File: src/rtl/multicycle_ctrl_fsm_if.sv
// Signal bundle between the instruction register/datapath side and multicycle_ctrl_fsm.
interface multicycle_ctrl_fsm_if #(
    parameter int OPW  = 6,
    parameter int FW   = 5,
    parameter int ALUW = 4
);
    // Memory handshake: rdMem/wrMem rises on the first S_MEM cycle and stays high until the
    // cycle in which mem_ack is sampled high (or the wait times out); mem_ack outside a request is ignored.
    logic [OPW-1:0]  opcode;
    logic [FW-1:0]   func;
    logic            INT;
    logic            mem_ack;
    logic [ALUW-1:0] aluOp;
    logic [2:0]      brOp;
    logic            aluSrc;
    logic            regAluOut;
    logic            rdMem;
    logic            wrMem;
    logic            wrReg;
    logic            mToReg;
    logic            immSel;
    logic            updPC;
    logic            isCmov;
    logic            halted;
    logic            ill_op;
    logic            mem_err;
    logic [2:0]      state_o;

    modport master (
        input  opcode, func, INT, mem_ack,
        output aluOp, brOp, aluSrc, regAluOut, rdMem, wrMem, wrReg, mToReg,
               immSel, updPC, isCmov, halted, ill_op, mem_err, state_o
    );

    modport slave (
        output opcode, func, INT, mem_ack,
        input  aluOp, brOp, aluSrc, regAluOut, rdMem, wrMem, wrReg, mToReg,
               immSel, updPC, isCmov, halted, ill_op, mem_err, state_o
    );
endinterface

File: src/rtl/multicycle_ctrl_fsm.sv
// Multicycle control unit: sequences FETCH..DONE and drives a fully registered control word,
// with interrupt-released HALT, memory-wait timeout and sticky illegal-opcode detection.
module multicycle_ctrl_fsm #(
    parameter int OPW      = 6,
    parameter int FW       = 5,
    parameter int ALUW     = 4,
    parameter int EXEC_CYC = 1,
    parameter int MEM_TMO  = 15
) (
    input  logic                  clk,
    input  logic                  rst_n,
    multicycle_ctrl_fsm_if.master bus
);
    localparam logic [OPW-1:0] OP_RTYPE = OPW'(6'b000000);
    localparam logic [OPW-1:0] OP_LUI   = OPW'(6'b010000);
    localparam logic [OPW-1:0] OP_MOVE  = OPW'(6'b010001);
    localparam logic [OPW-1:0] OP_CMOV  = OPW'(6'b010010);
    localparam logic [OPW-1:0] OP_LD    = OPW'(6'b100011);
    localparam logic [OPW-1:0] OP_ST    = OPW'(6'b101011);
    localparam logic [OPW-1:0] OP_BR    = OPW'(6'b110000);
    localparam logic [OPW-1:0] OP_BMI   = OPW'(6'b110001);
    localparam logic [OPW-1:0] OP_BPL   = OPW'(6'b110010);
    localparam logic [OPW-1:0] OP_BZ    = OPW'(6'b110011);
    localparam logic [OPW-1:0] OP_HALT  = OPW'(6'b111110);
    localparam logic [OPW-1:0] OP_NOP   = OPW'(6'b111111);

    typedef enum logic [2:0] {
        S_FETCH = 3'd0, S_DECODE = 3'd1, S_EXEC = 3'd2, S_MEM  = 3'd3,
        S_WB    = 3'd4, S_DONE   = 3'd5, S_HALT = 3'd6, S_ERR  = 3'd7
    } state_t;

    typedef enum logic [3:0] {
        C_ALU, C_LUI, C_MOVE, C_CMOV, C_LD, C_ST, C_BR, C_HALT, C_NOP, C_ILL
    } cls_t;

    typedef struct packed {
        logic [ALUW-1:0] alu_op;
        logic [2:0]      br_op;
        logic            alu_src;
        logic            reg_alu_out;
        logic            rd_mem;
        logic            wr_mem;
        logic            wr_reg;
        logic            m_to_reg;
        logic            imm_sel;
        logic            upd_pc;
        logic            is_cmov;
        logic            halted;
        logic            ill_op;
        logic            mem_err;
    } ctrl_t;

    localparam ctrl_t CTRL_RST = '{br_op: 3'b100, default: '0};

    function automatic cls_t classify(input logic [OPW-1:0] op);
        cls_t c;
        case (op)
            OP_LUI:                      c = C_LUI;
            OP_MOVE:                     c = C_MOVE;
            OP_CMOV:                     c = C_CMOV;
            OP_LD:                       c = C_LD;
            OP_ST:                       c = C_ST;
            OP_BR, OP_BMI, OP_BPL, OP_BZ: c = C_BR;
            OP_HALT:                     c = C_HALT;
            OP_NOP:                      c = C_NOP;
            default:                     c = (op <= OPW'(15)) ? C_ALU : C_ILL;
        endcase
        return c;
    endfunction

    state_t     state_q, state_d;
    cls_t       cls_q, cls_d;
    logic [4:0] exec_q, exec_d;
    logic [7:0] mem_q, mem_d;
    ctrl_t      ctrl_q, ctrl_d;
    logic       go_done;

    always_ff @(posedge clk or negedge rst_n) begin
        if (!rst_n) begin
            state_q <= S_FETCH;
            cls_q   <= C_NOP;
            exec_q  <= '0;
            mem_q   <= '0;
            ctrl_q  <= CTRL_RST;
        end else begin
            state_q <= state_d;
            cls_q   <= cls_d;
            exec_q  <= exec_d;
            mem_q   <= mem_d;
            ctrl_q  <= ctrl_d;
        end
    end

    // Outputs are computed for the state being entered, so they line up with state_o.
    always_comb begin
        state_d = state_q;
        cls_d   = cls_q;
        exec_d  = exec_q;
        mem_d   = mem_q;
        ctrl_d  = ctrl_q;
        go_done = 1'b0;
        case (state_q)
            S_FETCH: begin
                cls_d          = classify(bus.opcode);
                ctrl_d         = CTRL_RST;
                ctrl_d.ill_op  = ctrl_q.ill_op;
                ctrl_d.mem_err = ctrl_q.mem_err;
                case (cls_d)
                    C_ALU: begin
                        if (bus.opcode == OP_RTYPE) begin
                            ctrl_d.alu_op      = ALUW'(bus.func[3:0] - 4'd1);
                            ctrl_d.alu_src     = 1'b1;
                            ctrl_d.reg_alu_out = 1'b1;
                        end else begin
                            ctrl_d.alu_op = ALUW'(bus.opcode[3:0] - 4'd1);
                        end
                    end
                    C_LUI:  ctrl_d.alu_op = '1;
                    C_MOVE, C_CMOV: begin
                        ctrl_d.alu_src     = 1'b1;
                        ctrl_d.reg_alu_out = 1'b1;
                        ctrl_d.is_cmov     = (cls_d == C_CMOV);
                    end
                    C_BR: begin
                        ctrl_d.br_op   = {1'b0, bus.opcode[1:0]};
                        ctrl_d.imm_sel = 1'b1;
                    end
                    default: ;
                endcase
                state_d = S_DECODE;
            end
            S_DECODE: begin
                case (cls_q)
                    C_HALT: begin
                        ctrl_d.halted = 1'b1;
                        state_d       = S_HALT;
                    end
                    C_NOP: go_done = 1'b1;
                    C_ILL: begin
                        ctrl_d.ill_op = 1'b1;
                        go_done       = 1'b1;
                    end
                    default: begin
                        exec_d  = (cls_q == C_CMOV) ? 5'(EXEC_CYC + 1) : 5'(EXEC_CYC);
                        state_d = S_EXEC;
                    end
                endcase
            end
            S_EXEC: begin
                if (exec_q > 5'd1) begin
                    exec_d = exec_q - 5'd1;
                end else begin
                    case (cls_q)
                        C_LD, C_ST: begin
                            ctrl_d.rd_mem = (cls_q == C_LD);
                            ctrl_d.wr_mem = (cls_q == C_ST);
                            mem_d         = 8'd1;
                            state_d       = S_MEM;
                        end
                        C_BR: go_done = 1'b1;
                        default: begin
                            ctrl_d.wr_reg = 1'b1;
                            state_d       = S_WB;
                        end
                    endcase
                end
            end
            S_MEM: begin
                // An ack in the timeout cycle still completes the access.
                if (bus.mem_ack) begin
                    ctrl_d.rd_mem = 1'b0;
                    ctrl_d.wr_mem = 1'b0;
                    if (cls_q == C_LD) begin
                        ctrl_d.wr_reg   = 1'b1;
                        ctrl_d.m_to_reg = 1'b1;
                        state_d         = S_WB;
                    end else begin
                        go_done = 1'b1;
                    end
                end else if (mem_q >= 8'(MEM_TMO)) begin
                    ctrl_d.rd_mem  = 1'b0;
                    ctrl_d.wr_mem  = 1'b0;
                    ctrl_d.mem_err = 1'b1;
                    state_d        = S_ERR;
                end else begin
                    mem_d = mem_q + 8'd1;
                end
            end
            S_WB: go_done = 1'b1;
            S_DONE: begin
                ctrl_d.upd_pc  = 1'b0;
                ctrl_d.is_cmov = 1'b0;
                state_d        = S_FETCH;
            end
            S_HALT: begin
                if (bus.INT) begin
                    ctrl_d.halted = 1'b0;
                    go_done       = 1'b1;
                end
            end
            default: ;
        endcase
        if (go_done) begin
            ctrl_d.wr_reg   = 1'b0;
            ctrl_d.m_to_reg = 1'b0;
            ctrl_d.rd_mem   = 1'b0;
            ctrl_d.wr_mem   = 1'b0;
            ctrl_d.br_op    = 3'b100;
            ctrl_d.upd_pc   = 1'b1;
            state_d         = S_DONE;
        end
    end

    assign bus.aluOp     = ctrl_q.alu_op;
    assign bus.brOp      = ctrl_q.br_op;
    assign bus.aluSrc    = ctrl_q.alu_src;
    assign bus.regAluOut = ctrl_q.reg_alu_out;
    assign bus.rdMem     = ctrl_q.rd_mem;
    assign bus.wrMem     = ctrl_q.wr_mem;
    assign bus.wrReg     = ctrl_q.wr_reg;
    assign bus.mToReg    = ctrl_q.m_to_reg;
    assign bus.immSel    = ctrl_q.imm_sel;
    assign bus.updPC     = ctrl_q.upd_pc;
    assign bus.isCmov    = ctrl_q.is_cmov;
    assign bus.halted    = ctrl_q.halted;
    assign bus.ill_op    = ctrl_q.ill_op;
    assign bus.mem_err   = ctrl_q.mem_err;
    assign bus.state_o   = state_q;
endmodule
File: src/flat_wrapper.sv
// flat-port wrapper written by rule: the top's interface ports become plain ports
module multicycle_ctrl_fsm_flat 
#(
    parameter int OPW      = 6,
    parameter int FW       = 5,
    parameter int ALUW     = 4,
    parameter int EXEC_CYC = 1,
    parameter int MEM_TMO  = 15
)
  (clk, rst_n, bus_opcode, bus_func, bus_INT, bus_mem_ack, bus_aluOp, bus_brOp, bus_aluSrc, bus_regAluOut, bus_rdMem, bus_wrMem, bus_wrReg, bus_mToReg, bus_immSel, bus_updPC, bus_isCmov, bus_halted, bus_ill_op, bus_mem_err, bus_state_o);
  multicycle_ctrl_fsm_if #(.OPW(OPW), .FW(FW), .ALUW(ALUW)) bus_i ();
  input  logic clk;
  input  logic rst_n;
  input wire logic [$bits(bus_i.opcode)-1:0] bus_opcode;
  input wire logic [$bits(bus_i.func)-1:0] bus_func;
  input wire logic [$bits(bus_i.INT)-1:0] bus_INT;
  input wire logic [$bits(bus_i.mem_ack)-1:0] bus_mem_ack;
  output wire logic [$bits(bus_i.aluOp)-1:0] bus_aluOp;
  output wire logic [$bits(bus_i.brOp)-1:0] bus_brOp;
  output wire logic [$bits(bus_i.aluSrc)-1:0] bus_aluSrc;
  output wire logic [$bits(bus_i.regAluOut)-1:0] bus_regAluOut;
  output wire logic [$bits(bus_i.rdMem)-1:0] bus_rdMem;
  output wire logic [$bits(bus_i.wrMem)-1:0] bus_wrMem;
  output wire logic [$bits(bus_i.wrReg)-1:0] bus_wrReg;
  output wire logic [$bits(bus_i.mToReg)-1:0] bus_mToReg;
  output wire logic [$bits(bus_i.immSel)-1:0] bus_immSel;
  output wire logic [$bits(bus_i.updPC)-1:0] bus_updPC;
  output wire logic [$bits(bus_i.isCmov)-1:0] bus_isCmov;
  output wire logic [$bits(bus_i.halted)-1:0] bus_halted;
  output wire logic [$bits(bus_i.ill_op)-1:0] bus_ill_op;
  output wire logic [$bits(bus_i.mem_err)-1:0] bus_mem_err;
  output wire logic [$bits(bus_i.state_o)-1:0] bus_state_o;
  assign bus_i.opcode = bus_opcode;
  assign bus_i.func = bus_func;
  assign bus_i.INT = bus_INT;
  assign bus_i.mem_ack = bus_mem_ack;
  assign bus_aluOp = bus_i.aluOp;
  assign bus_brOp = bus_i.brOp;
  assign bus_aluSrc = bus_i.aluSrc;
  assign bus_regAluOut = bus_i.regAluOut;
  assign bus_rdMem = bus_i.rdMem;
  assign bus_wrMem = bus_i.wrMem;
  assign bus_wrReg = bus_i.wrReg;
  assign bus_mToReg = bus_i.mToReg;
  assign bus_immSel = bus_i.immSel;
  assign bus_updPC = bus_i.updPC;
  assign bus_isCmov = bus_i.isCmov;
  assign bus_halted = bus_i.halted;
  assign bus_ill_op = bus_i.ill_op;
  assign bus_mem_err = bus_i.mem_err;
  assign bus_state_o = bus_i.state_o;
  multicycle_ctrl_fsm #(.OPW(OPW), .FW(FW), .ALUW(ALUW), .EXEC_CYC(EXEC_CYC), .MEM_TMO(MEM_TMO)) u_core (.clk(clk), .rst_n(rst_n), .bus(bus_i));
endmodule
File: config.mk
export PLATFORM = sky130hd
export DESIGN_NAME = multicycle_ctrl_fsm_flat
export DESIGN_NICKNAME = d
export VERILOG_FILES = /design/src/rtl/multicycle_ctrl_fsm_if.sv /design/src/rtl/multicycle_ctrl_fsm.sv /design/src/flat_wrapper.sv
export SDC_FILE = /design/constraint.sdc
export NUM_CORES = 1
export LEC_CHECK = 0
export CORE_MARGIN = 4
export CORE_UTILIZATION = 30
export CTS_CLUSTER_SIZE = 24
export DETAILED_ROUTE_END_ITERATION = 8
export SLEW_MARGIN = 10
export SYNTH_ARGS = -nofsm -noshare
export SYNTH_HDL_FRONTEND = slang
export SYNTH_SLANG_ARGS = --single-unit
File: constraint.sdc
create_clock -name clk -period 2.4 [get_ports clk]
set_input_delay 0.24 -clock clk [delete_from_list [all_inputs] [get_ports clk]]
set_output_delay 0.24 -clock clk [all_outputs]
set_load 0.005 [all_outputs]
==> impl_results.md, run 1 <==
* Site row count at 31
* Filler cell count in the final layout at around 760
* Power, Total at ~3100 uW
* Total clock buffers created by CTS at 5
* Warnings, synthesis at 0
* Sum of net half-perimeters after detailed placement at around 4000 um
* Largest driver fanout on the critical path at 8
* Clock sink count at 38
* Cell area after placement at roughly 0.0027 mm^2
* Number of enable-type register cells in the synthesized netlist at 0
* Leakage power total at 0.00118 uW
* Count of routing violations after the opening detailed-route iteration at 112
* Layout net count at around 310
* Initial Util at 31.5%
* Slack of the critical path at ~0.43 ns
* Proportion of layout cells with a drive suffix above 1 at about an eighth
* Kind of end point of the critical path: register
* Run status: complete, no violations
* Final critical delay including setup and external delays at about 2.0 ns
* Worst reg-to-reg setup slack at roughly 0.43 ns
* Standard cell core area at around 0.0074 mm^2
* Crit Path Class: reg2reg
* Die Outline Area at around 0.009 mm^2
* Via count at approximately 2,000
* Cell with the largest stage delay on the worst path: or3b_1
* Routed length per instance at approximately 14 um
* Number of library cell types mapped by synthesis at between 60 and 70
* Final routed wirelength across all metal layers at 5600 um
* Global-route usage over all layers at 13.5%
* Slew at the pin closest to its max-slew limit at roughly 0.85 ns
* Netlist Area Pre-Place at 0.00232 mm^2
* Placer's final routability congestion estimate at ~0.9
* Port buffer count at 35
* Flip-flop cell with the highest count after synthesis: dfrtp_1
* I/O pin count at 37
* Worst vdd rail ir drop at 0.000373 V
* Count of pins over their slew limit at 0
* Library cell used as clock root buffer: clkbuf_8
* Highest achievable clock rate at around 500 MHz
* Slowest Stage Delay on Critical Path at 0.55 ns
* Post-synth top area cell: dfrtp_1
* Max-slew headroom at between 40% and 50%
* DR pass1 iterations at 4
* CTS tree: yes
* Pin count of the biggest net entering global routing at 39
* Clock-pin slew reported for the worst setup and hold paths after clock tree synthesis at 0.08 ns
* Cell Count Post-Placement at approximately 380
* Yosys reg bits at 38
* Number of DRC violations after detailed routing at 0
* Number of antenna violations at the first check in global routing at 0
* H-Tree Depth at 2
* Final count of negative-setup-slack endpoints at 0
* Remaining number of nets flagged by the antenna check after routing at 0
* Total power density per cell area at between 1000 and 1500 mW/mm^2
* Setup repair after global routing missed its margin: no
* Final antenna diode count at 0
* Vias in the first global route at about 2,000
* Data required time of the critical path at around 2.6 ns
* Sequential-to-total area share from yosys stat at 41.1%
* Leading cell types in the layout, fill and taps excluded: 36 x dfrtp_1, 34 x clkdlybuf4s50_1, 28 x nor2_1
* Post-route insts no fill at between 300 and 400
* Synth top area cells: dfrtp_1 39%, nor2_1 4.5%, o21ai_0 4.3%
* Ordered list of cells on the worst path: or3b_1 -> a21oi_4 -> or3_1 -> nor3_2 -> o21ba_1
* Post-Layout Inst Area at 0.00288 mm^2
* Path category of the worst min-delay check: in2async
* Mean Syn Cell Area at 8.99 um^2
* Number of violations of the max-capacitance limit at 0
* Die span in y at 95.9 um
* Gate Count Post-Synth at roughly 260
* Post-route fraction of the period consumed by the critical path at about 80%
* Reg area at around 950 um^2
* Net count after synthesis at ~280
* Synth top area share at 38.9%
* Setup TNS at 0 ns
* Total global routing overflow at 0
* Die width at ~96 um
* Area used by multi-input combinational logic at around 0.0012 mm^2
* Hold buffer count at cts at 0
* Type of element launching the critical path: register
* Via density at 5.13
* Wire length of the first global-routing pass at between 9000 and 10,000 um
* Post-synthesis async set-or-reset flop share at 100%
* Number of setup buffers added after CTS at 0
* P&R area growth vs syn at 24.0%
* Post-cts resize count at 0
* Clock latency on the worst-skew pair at 0.29 ns
* Most frequent standard cell in the layout excluding fill and tap cells: dfrtp_1
* Hold Vio Cnt, Final at 0
* Clock Path Buffers at 2
* Worst clock skew on the final layout at about 0.0055 ns
* Worst setup slack after placement at between 0.15 and 0.2 ns
* Arrival time worst endpoint at between 2 and 2.5 ns
worst max-delay path, delay by kind of cell (launching register included):
family / cells / cell delay (ns)
AND/OR/NAND/NOR: 3 / 0.93
AO/OA/AOI/OAI: 2 / 0.48
flip-flops: 1 / 0.45
Yosys cell counts, types with 3 or more instances:
cell type / instances
and3_1: 3
nor2b_1: 6
o21a_1: 3
buf_2: 3
nor2_1: 28
or3_1: 3
a31oi_1: 7
a22o_1: 4
dfrtp_1: 36
nor3_1: 11
o21ai_0: 20
buf_6: 5
clkbuf_1: 8
nand3_1: 7
inv_1: 7
a21oi_1: 18
o31ai_1: 4
a21o_1: 3
nand2b_1: 5
ha_1: 4
nand2_1: 23
area by class of cell:
class | count | share of cell area, %
clock buffer | 5 | 2.39
clock inverter | 3 | 2.39
inverter | 7 | 0.914
multi-input combinational | 193 | 42.2
sequential | 38 | 33.2
tap | 99 | 4.31
timing repair buffer | 45 | 14.6
final timing paths:
check / from / end / cells after the start
hold / removal: rst_n / u_core.exec_q[3] / 1
min in group clk: u_core.bus.mem_err / u_core.bus.mem_err / 1
setup / recovery: u_core.bus.state_o[0] / u_core.mem_q[7] / 5
setup reg to reg: u_core.bus.state_o[0] / u_core.mem_q[7] / 5
hold reg to reg: u_core.bus.mem_err / u_core.bus.mem_err / 1
max in group asynchronous: rst_n / u_core.bus.aluSrc / 1
layer usage:
metal / vias up / track usage, % / routed length [um]
li1: 994 / - / -
met1: 961 / 18.7 / 2820
met2: 43 / 21.0 / 2490
met3: 4 / 4.38 / 267
met4: 0 / 1.78 / 21
met5: - / 0 / 0
power breakdown:
group / leakage, uW / switching [uW] / total [uW] / internal (uW)
Sequential: 0.000483 / 198 / 1040 / 843
Combinational: 0.000634 / 751 / 1440 / 691
Clock: 0.0000683 / 242 / 659 / 417
Total: 0.00118 / 1190 / 3140 / 1950
flip-flops by register name, summed over array words and instances (netlist names), 3 cells and up:
register            count
u_core.bus.state_o      3
u_core.cls_q            4
u_core.bus.brOp         3
u_core.exec_q           5
u_core.mem_q            8
u_core.bus.aluOp        4
kinds of logic (layout without fill, tap and decap cells):
kind of cell | after synthesis | count (layout) | synth area share (%)
simple gates | 107 | 107 | 25.4
compound gates | 77 | 77 | 22.8
flops | 38 | 38 | 41.1
buf+inv | 27 | 60 | 6.53
fa+ha+maj | 4 | 4 | 2.16
xor+xnor | 4 | 4 | 1.51
mux | 1 | 1 | 0.432
through the flow:
stage,hold WS (ns),utilization [%]
4_1_cts,0.0992,39.0
5_1_grt,0.136,39.0
2_1_floorplan,-0.0556,-
3_3_place_gp,0.401,37.1
6_report,0.0414,39.0
3_5_place_dp,0.409,37.1
Note: power is estimated with default switching activity, not from simulation.
==> inputs of run 2 (changes only) <==
==> constraint.sdc (replaced) <==
create_clock -name clk -period 2 [get_ports clk]
set_input_delay 0.2 -clock clk [delete_from_list [all_inputs] [get_ports clk]]
set_output_delay 0.2 -clock clk [all_outputs]
set_load 0.005 [all_outputs]
==> run 2 against run 1 <==
Wire length is 6.3% higher. Largest power group unchanged. Worst setup slack worse by 0.31 ns. Clock-buffer cell count is 2 higher. Die area stayed put.
==> impl_results.md, run 2 (synthesis results as in run 1) <==
* Run status: complete, no violations
* Power spent charging and discharging nets at around 1500 uW
* Largest driver fanout on the critical path at 9
* Cell area after placement at ~0.0029 mm^2
* Post-Layout Inst Area at ~0.003 mm^2
* Kind of end point of the critical path: register
* Most frequent standard cell in the layout excluding fill and tap cells: dfrtp_1
* Worst clock skew on the final layout at roughly 0.009 ns
* Internal portion of total power at approximately 2200 uW
* Total power density per cell area at 1250 mW/mm^2
* Sum of net half-perimeters after detailed placement at between 4000 and 5000 um
* Reg power frac at 33.3%
* Number of setup buffers added after CTS at 0
* Clock Path Buffers at 2
* Worst reg-to-reg setup slack at around 0.12 ns
* Top Registers: u_core.mem_q (8), u_core.exec_q (5)
* Count of routing violations after the opening detailed-route iteration at 90
* Post-route fraction of the period consumed by the critical path at between 90 and 100%
* Clock sink count at 38
* Type of element launching the critical path: register
* End-of-flow core utilization at about two fifths
* Final routed wirelength across all metal layers at a little under 6000 um
* Clock network fraction of design power at between 10% and 20%
* Clock latency on the worst-skew pair at 0.29 ns
* Final count of negative-setup-slack endpoints at 0
* Library cell used as clock root buffer: clkbuf_8
* Number of DRC violations after detailed routing at 0
* Die span in y at about 96 um
* P&R area growth vs syn at 28.2%
* Final critical delay including setup and external delays at roughly 1.9 ns
* Standard cell core area at about 0.0074 mm^2
* Clock-pin slew reported for the worst setup and hold paths after clock tree synthesis at about 0.080 ns
* Vias in the first global route at about 2,100
* Setup repair after global routing missed its margin: no
* Hold Vio Cnt, Final at 0
* Setup TNS at 0 ns
* Reg-to-reg endpoint: u_core.bus.state_o[2]
* Remaining number of nets flagged by the antenna check after routing at 0
* Final antenna diode count at 0
* Global-route usage over all layers at 13.8%
* Die width at around 96 um
* Total global routing overflow at 0
* Proportion of layout cells with a drive suffix above 1 at about 18%
* Slew at the pin closest to its max-slew limit at about 0.45 ns
* Max-slew headroom at between 60 and 70%
* Crit Path Class: reg2reg
* Number of violations of the max-capacitance limit at 0
* Count of pins over their slew limit at 0
* Placer's final routability congestion estimate at about 0.9
* H-Tree Depth at 2
* Site row count at 31
* Net Sw Frac at 39.5%
* Data required time of the critical path at 2.17 ns
* Logic gate share of total power at 52.0%
* Pin count of the biggest net entering global routing at 20
* CTS tree: yes
* Worst vdd rail ir drop at between 0.0003 and 0.0004 V
* Via density at 5.10
* Number of cells on the worst reg-to-reg path at 5
* I/O pin count at 37
* Number of antenna violations at the first check in global routing at 0
* Arrival time worst endpoint at a little over 2 ns
* Startpoint of the worst-slack reg-to-reg timing path: u_core.cls_q[1]
* Initial Util at about a third
* Port buffer count at 35
* Leading cell types in the layout, fill and taps excluded: 36 x dfrtp_1, 34 x clkdlybuf4s50_1, 28 x nor2_1
* Max FFs per register at 8
* Most flop-heavy register: u_core.mem_q
* Highest achievable clock rate at between 500 and 600 MHz
* DR pass1 iterations at 4
* Via count at between 2,000 and 2,500
* Die Outline Area at 0.00920 mm^2
* Layout net count at approximately 330
* Path category of the worst min-delay check: in2async
* Wire length of the first global-routing pass at about 10,000 um
* Total clock buffers created by CTS at 5
* Routed length per instance at about 15 um
* Worst setup slack after placement at -0.232 ns
* Leakage power total at 0.00125 uW
* Slack of the critical path at approximately 0.12 ns
-- run 2: cell count changes in the layout (fill, tap and decap cells not counted), sizes merged --
| cell | delta |
|---|---|
| bufinv | -2 |
| buf | +16 |
| dlygate4sd3 | +1 |
| clkbuf | +2 |
-- run 2: area by class of cell --
class / count / area [um^2]
well taps: 99 / 124
flip-flops and latches: 38 / 953
clock buffers: 7 / 86.3
multi-input cells: 193 / 1230
clock inverters: 1 / 5.00
repair buffers: 62 / 551
inverters: 7 / 26.3
fillers: 771 / 4400
-- run 2: power by group through the flow --
stage | Sequential, uW | Clock, uW | Combinational, uW
2_1_floorplan | 1190 | 0 | 1250
3_3_place_gp | 1250 | 0 | 1870
3_5_place_dp | 1250 | 0 | 1910
4_1_cts | 1240 | 566 | 1920
5_1_grt | 1280 | 605 | 2130
6_report | 1240 | 545 | 1930
-- run 2: metal layers --
metal	routed length [um]	up-vias	GRT usage, %
li1	-	1026	-
met3	296	11	3.75
met4	84	0	4.27
met5	0	-	0
met1	2840	986	18.4
met2	2730	51	21.8
-- run 2: worst max-delay path by stage --
| stage | start | to | slack, ns | cells past startpoint |
|---|---|---|---|---|
| 6_report | u_core.cls_q[1] | u_core.bus.state_o[2] | 0.12 | 5 |
| 5_1_grt | u_core.exec_q[1] | u_core.bus.brOp[1] | 0.004 | 7 |
| 4_1_cts | bus_opcode[2] | u_core.bus.aluOp[1] | 0.07 | 7 |
| 3_5_place_dp | bus_opcode[2] | u_core.bus.aluOp[1] | -0.23 | 7 |
| 3_3_place_gp | bus_opcode[2] | u_core.bus.aluOp[1] | -0.15 | 7 |
| 2_1_floorplan | u_core.cls_q[3] | u_core.bus.brOp[0] | 0.17 | 6 |
-- run 2: what timing repair did --
item / 4_1_cts / 5_1_grt
hold endpoints to repair: 16 / 0
endpoints found under the setup margin: 0 / 4
hold buffers: 1 / 0
resized for setup: 0 / 3
-- run 2: stage by stage --
step,total power (uW),std cells,hold slack [ns]
floorplan,2440,258,-0.0956
global placement,3110,398,0.175
detailed placement,3160,398,0.188
CTS,3730,407,0.407
global route,4010,407,0.448
finish,3710,407,0.383
-- run 2: worst max-delay path, cell delays in order, from the launching register on --
cell,delay [ns]
dfrtp_1,0.47
nor4b_1,0.45
nor2_1,0.13
or2_2,0.33
a221oi_1,0.30
nor3_1,0.09
